## config.mk

```make
export PLATFORM = sky130hd
export DESIGN_NAME = ahb_sram_slave
export DESIGN_NICKNAME = d
export VERILOG_FILES = /design/src/rtl/ahb_sram_slave.sv
export SDC_FILE = /design/constraint.sdc
export NUM_CORES = 2
export LEC_CHECK = 0
export CORE_UTILIZATION = 35
export DETAILED_ROUTE_END_ITERATION = 12
export PLACE_DENSITY = 0.58
export SLEW_MARGIN = 20
export SYNTH_ARGS = -nofsm -noshare
export SYNTH_HDL_FRONTEND = slang
export SYNTH_SLANG_ARGS = --single-unit
```

## constraint.sdc

```tcl
create_clock -name HCLK -period 3.53 [get_ports HCLK]
set_clock_uncertainty 0.1 [all_clocks]
set_input_delay 0.353 -clock HCLK [delete_from_list [all_inputs] [get_ports HCLK]]
set_output_delay 0.353 -clock HCLK [all_outputs]
set_load 0.005 [all_outputs]
```

## src/rtl/ahb_sram_slave.sv

```systemverilog
// AHB-Lite word-organised SRAM slave with little-endian byte lanes,
// programmable wait states and a two-cycle ERROR response.
module ahb_sram_slave #(
  parameter logic [31:0] START_ADDR     = 32'h0,
  parameter logic [31:0] DEPTH_IN_BYTES = 32'h100,
  parameter int unsigned WAIT_STATES    = 0
) (
  input  logic        HCLK,
  input  logic        HRESET,
  input  logic        HSEL,
  input  logic [31:0] HADDR,
  input  logic [1:0]  HTRANS,
  input  logic        HWRITE,
  input  logic [2:0]  HSIZE,
  input  logic [2:0]  HBURST,
  input  logic [31:0] HWDATA,
  input  logic        HREADY,
  output logic [31:0] HRDATA,
  output logic [1:0]  HRESP,
  output logic        HREADYOUT
);

  localparam logic [31:0] END_ADDR =
    START_ADDR + DEPTH_IN_BYTES - 32'd1;
  localparam int NW = int'(DEPTH_IN_BYTES >> 2);
  localparam int IW = $clog2(NW);

  typedef enum logic [1:0] {
    S_IDLE,
    S_WAIT,
    S_ERR1,
    S_ERR2
  } state_t;

  state_t         r_state;
  state_t         w_state_nxt;
  logic [3:0]     r_cnt;
  logic [3:0]     w_cnt_nxt;
  logic           r_act;
  logic           w_act_nxt;
  logic           r_write;
  logic [3:0]     r_be;
  logic [IW-1:0]  r_idx;
  logic [31:0]    r_mem [NW];

  logic [32:0]    w_diff;
  logic           w_range_err;
  logic           w_size_err;
  logic           w_align_err;
  logic           w_err;
  logic [3:0]     w_be;
  logic           w_ready;
  logic           w_accept;
  logic           w_done;
  logic           w_unused;

  assign w_diff = {1'b0, HADDR} - {1'b0, START_ADDR};
  assign w_range_err = w_diff[32] | (HADDR > END_ADDR);
  assign w_unused = ^{HBURST, w_diff[31:IW+2]};

  always_comb begin
    w_be        = 4'b0000;
    w_size_err  = 1'b0;
    w_align_err = 1'b0;
    unique case (HSIZE)
      3'd0: w_be = 4'b0001 << HADDR[1:0];
      3'd1: begin
        w_align_err = HADDR[0];
        w_be = HADDR[1] ? 4'b1100 : 4'b0011;
      end
      3'd2: begin
        w_align_err = |HADDR[1:0];
        w_be = 4'b1111;
      end
      default: w_size_err = 1'b1;
    endcase
  end

  assign w_err = w_range_err | w_size_err | w_align_err;
  assign w_ready = (r_state == S_IDLE) | (r_state == S_ERR2);
  assign w_accept = w_ready & HSEL & HREADY & HTRANS[1];
  // An IDLE state with a live data phase is the completing cycle.
  assign w_done = (r_state == S_IDLE) & r_act;

  always_comb begin
    w_state_nxt = r_state;
    w_cnt_nxt   = r_cnt;
    w_act_nxt   = r_act;
    unique case (r_state)
      S_IDLE, S_ERR2: begin
        w_state_nxt = S_IDLE;
        w_act_nxt   = 1'b0;
        if (w_accept) begin
          if (w_err) begin
            w_state_nxt = S_ERR1;
          end else begin
            w_act_nxt = 1'b1;
            if (WAIT_STATES > 0) begin
              w_state_nxt = S_WAIT;
              w_cnt_nxt   = 4'(WAIT_STATES - 1);
            end
          end
        end
      end
      S_WAIT: begin
        if (r_cnt == 4'd0) w_state_nxt = S_IDLE;
        else w_cnt_nxt = r_cnt - 4'd1;
      end
      S_ERR1: w_state_nxt = S_ERR2;
      default: w_state_nxt = S_IDLE;
    endcase
  end

  always_ff @(posedge HCLK or posedge HRESET) begin
    if (HRESET) begin
      r_state <= S_IDLE;
      r_cnt   <= 4'd0;
      r_act   <= 1'b0;
      r_write <= 1'b0;
      r_be    <= 4'b0000;
      r_idx   <= '0;
    end else begin
      r_state <= w_state_nxt;
      r_cnt   <= w_cnt_nxt;
      r_act   <= w_act_nxt;
      if (w_accept) begin
        r_write <= HWRITE;
        r_be    <= w_be;
        r_idx   <= w_diff[IW+1:2];
      end
    end
  end

  // Array is not reset; a reset between edges also kills r_act.
  always_ff @(posedge HCLK) begin
    if (!HRESET && w_done && r_write) begin
      for (int b = 0; b < 4; b++) begin
        if (r_be[b]) r_mem[r_idx][8*b +: 8] <= HWDATA[8*b +: 8];
      end
    end
  end

  assign HREADYOUT = w_ready;
  assign HRESP = ((r_state == S_ERR1) | (r_state == S_ERR2)) ?
                 2'b01 : 2'b00;
  assign HRDATA = (w_done & ~r_write) ? r_mem[r_idx] : 32'h0;

endmodule
```

==> flow_summary.toml <==
[layout]
nets = 5956
synthToLayoutAreaGrowth_pct = 23.5
fillers = 21000
drive_gt1_share_pct = 25.0
final_cells = 9218

[logic_synthesis]
synth_most_common_cell = "edfxtp_1"
synth-seq-cells = 2066
async_flop_share_pct = 0.871
ys_seq_area_share_pct = 74.0
syn_area_sq_um = 83700
synth_common_cells = "edfxtp_1 (2048), mux2i_1 (512), nor2_1 (266)"
synthTopCellsByArea = "edfxtp_1 (73%), mux2i_1 (6.1%), mux4_2 (1.7%)"
ys_warn_count = 0
syn-num-nets = 5239
synth_cell_types = 53
synth_edf_count = 2048
synth.top_cell.area_share_pct = 73.5
synth_ff_type = "edfxtp_1"
avgSynthCellArea_sq_um = 16.2
yosys.area.top_type = "edfxtp_1"
syn_inst = 5157

[place]
dp_cells = 8660
hpwl_microns = 158000
io_buffers = 106
globalplace.congestion = 0.866

[detailed_routing]
wl_met3_microns = 20900
met2_length_microns = 119000
detail-route-antenna-nets = 0
drc = 24
drt_iter0_markers = 6173
wl_per_cell_microns = 27.9
first_pass_iters = 11
wl_met1_microns = 107000
drt-total-wl_microns = 257000
top_layer = "met5"
via_count = 50900
viasPerCell = 5.53

[min_path]
hold_path.class = "in -> reg"

[timing]
tightestPinTransition_ps = 1120
setup-tns-final_ps = -14650
fmax_ghz = 0.244
layout_min_cycle_time_ps = 4100
finalCritPeriodShare_pct = 116
finalWorstSetupSlack_ps = -567
rsz0062_at_grt = "true"
fin_hold_ws_ps = 71.7
hold_viol = 0
setup_violations = 32
slew_headroom_pct = 25.1
drv_slew = 0

[power]
p_leak_nw = 34.1
p_total_mw = 64.6
intPower_mw = 46.3
comb_power_share_pct = 25.1
switching_share_pct = 28.2
irDropWorstVdd_uv = 601
power.density_nw_per_um2 = 625
seqPwrFrac_pct = 41.9
p_clk_share_pct = 33.0
p_sw_mw = 18.2

[clock_tree]
cts_buffer_depth = 3
cts_tree = "yes"
cts_buffers = 208
root_buffer = "clkbuf_16"
clock_latency_ps = 870
h-tree-depth = 4
path_clk_slew_ps = 60
cts_num_sinks = 2066

[status]
violations = "design-rule violations, negative setup slack"
status = "finished with violations"

[floorplan]
die_x_microns = 491
rows = 179
start_util_pct = 35.2
die_h_microns = 491
die-area_sq_um = 241000
core_sq_um = 238000
ios = 112

[setup_path]
r2r_slack_ps = 70
critPathLaunchType = "flop"
endpoint_kind = "primary output"
crit_required_ps = 3080
cp.arrival_ps = 3640
path_class = "reg -> out"
worstPathMaxFanout = 7

[global_route]
track_usage_pct = 20.6
grt_pass1_vias = 48600
antenna_found_initial = 23
grt.overflow.total = 0
grt_max_degree = 65
grt_pass1_wl_microns = 358000

[job]
max_cap_violations = 0
## what timing repair did
action	in CTS	in global routing
gates resized for setup	357	169
setup buffers	72	60
hold buffers	9	5
cloned	29	15
pin swaps	106	105
endpoints found under the hold margin	149	210
setup endpoints to repair	32	48
## per-layer routing
metal  global-route usage [%]  up-vias
met5                        0        -
li1                         -    21900
met1                     28.2    26400
met2                     32.6     2198
met4                     7.92       12
met3                     3.71      438
## cells by family after synthesis
kind of cell    Yosys count  synth area share, %
fa+ha+maj                 5               0.0748
other cells               1              0.00448
flops                  2066                 74.0
mux                     648                 8.83
compound gates          973                 8.13
simple gates           1063                 6.71
xor+xnor                  2               0.0209
buf+inv                 399                 2.22
## cells in the final DEF (no fill, tap or decap), types with 64 or more instances in the layout
cell       netlist  layout
edfxtp_1      2048    2048
buf_4           41     576
mux2i_1        512     493
nor2_1         266     260
clkbuf_16        0     227
nand2_1        214     209
a21oi_1        258     198
nand2b_1       134     132
nand3_1        128     127
nand3b_1       126     126
o22ai_1        126     109
o22a_1          98      91
buf_12           0      89
o21ai_0         76      75
mux4_2          65      65
o211ai_1        64      64
a221o_1         64      64
a222oi_1        64      64
nor2b_1         65      64
buf_6            9      64
## flip-flops by register name, indices dropped and copies added (netlist names)
name	cells
r_state	2
r_write	1
r_be	4
r_idx	6
r_cnt	4
r_mem	2048
r_act	1
## final timing paths
check	from	end	cells after the start
worst min register to register	r_cnt[0]$_DFFE_PP0P_	r_cnt[0]$_DFFE_PP0P_	1
min in group asynchronous	HRESET	r_be[2]$_DFFE_PP0P_	4
worst max register to register	r_idx[3]$_DFFE_PP0P_	r_mem[41][31]$_DFFE_PP_	5
worst max-delay path	r_idx[2]$_DFFE_PP0P_	HRDATA[17]	10
worst min-delay path	HWDATA[23]	r_mem[43][23]$_DFFE_PP_	1
max in group asynchronous	HRESET	r_idx[1]$_DFFE_PP0P_	4
## stage by stage
step                util [%]  worst slack (ps)  instance area (sq um)
floorplan                  -              1080                  83700
global placement        38.8              -330                  92400
detailed placement      38.8              -322                  92400
CTS                     42.9              -619                 102000
global route            43.4              -610                 103000
finish                  43.5              -567                 103000
## power by group through the flow
stage | Sequential [mW] | Clock [mW] | Combinational, mW
after global routing | 27.0 | 22.5 | 16.9
after CTS | 27.0 | 21.6 | 15.2
after detailed placement | 27.6 | 0 | 12.8
after floorplan | 27.5 | 0 | 7.49
after global placement | 27.6 | 0 | 12.7
final | 27.1 | 21.3 | 16.2
## area by class of cell
cell class                      instances  area, sq um  share of cell area, %
Timing Repair Buffer                  898         9530                   9.22
Clock buffer                          264         5530                   5.35
Sequential cell                      2066        62000                   60.0
Clock inverter                        109          942                  0.912
Inverter                                8         32.5                 0.0315
Tap cell                             3167         3960                   3.83
Multi-Input combinational cell       2692        21400                   20.7
Antenna cell                           14         35.0                 0.0339
## worst max-delay path, cell delays in order (launching register included)
cell and delay, ps:
dfrtp_4 500, buf_6 130, buf_12 140, buf_12 140, mux2_4 290, a221o_1 350, a222oi_1 470, o22a_1 250
a41oi_4 150, buf_6 200, buf_6 120
Note: power is estimated with default switching activity, not from simulation.
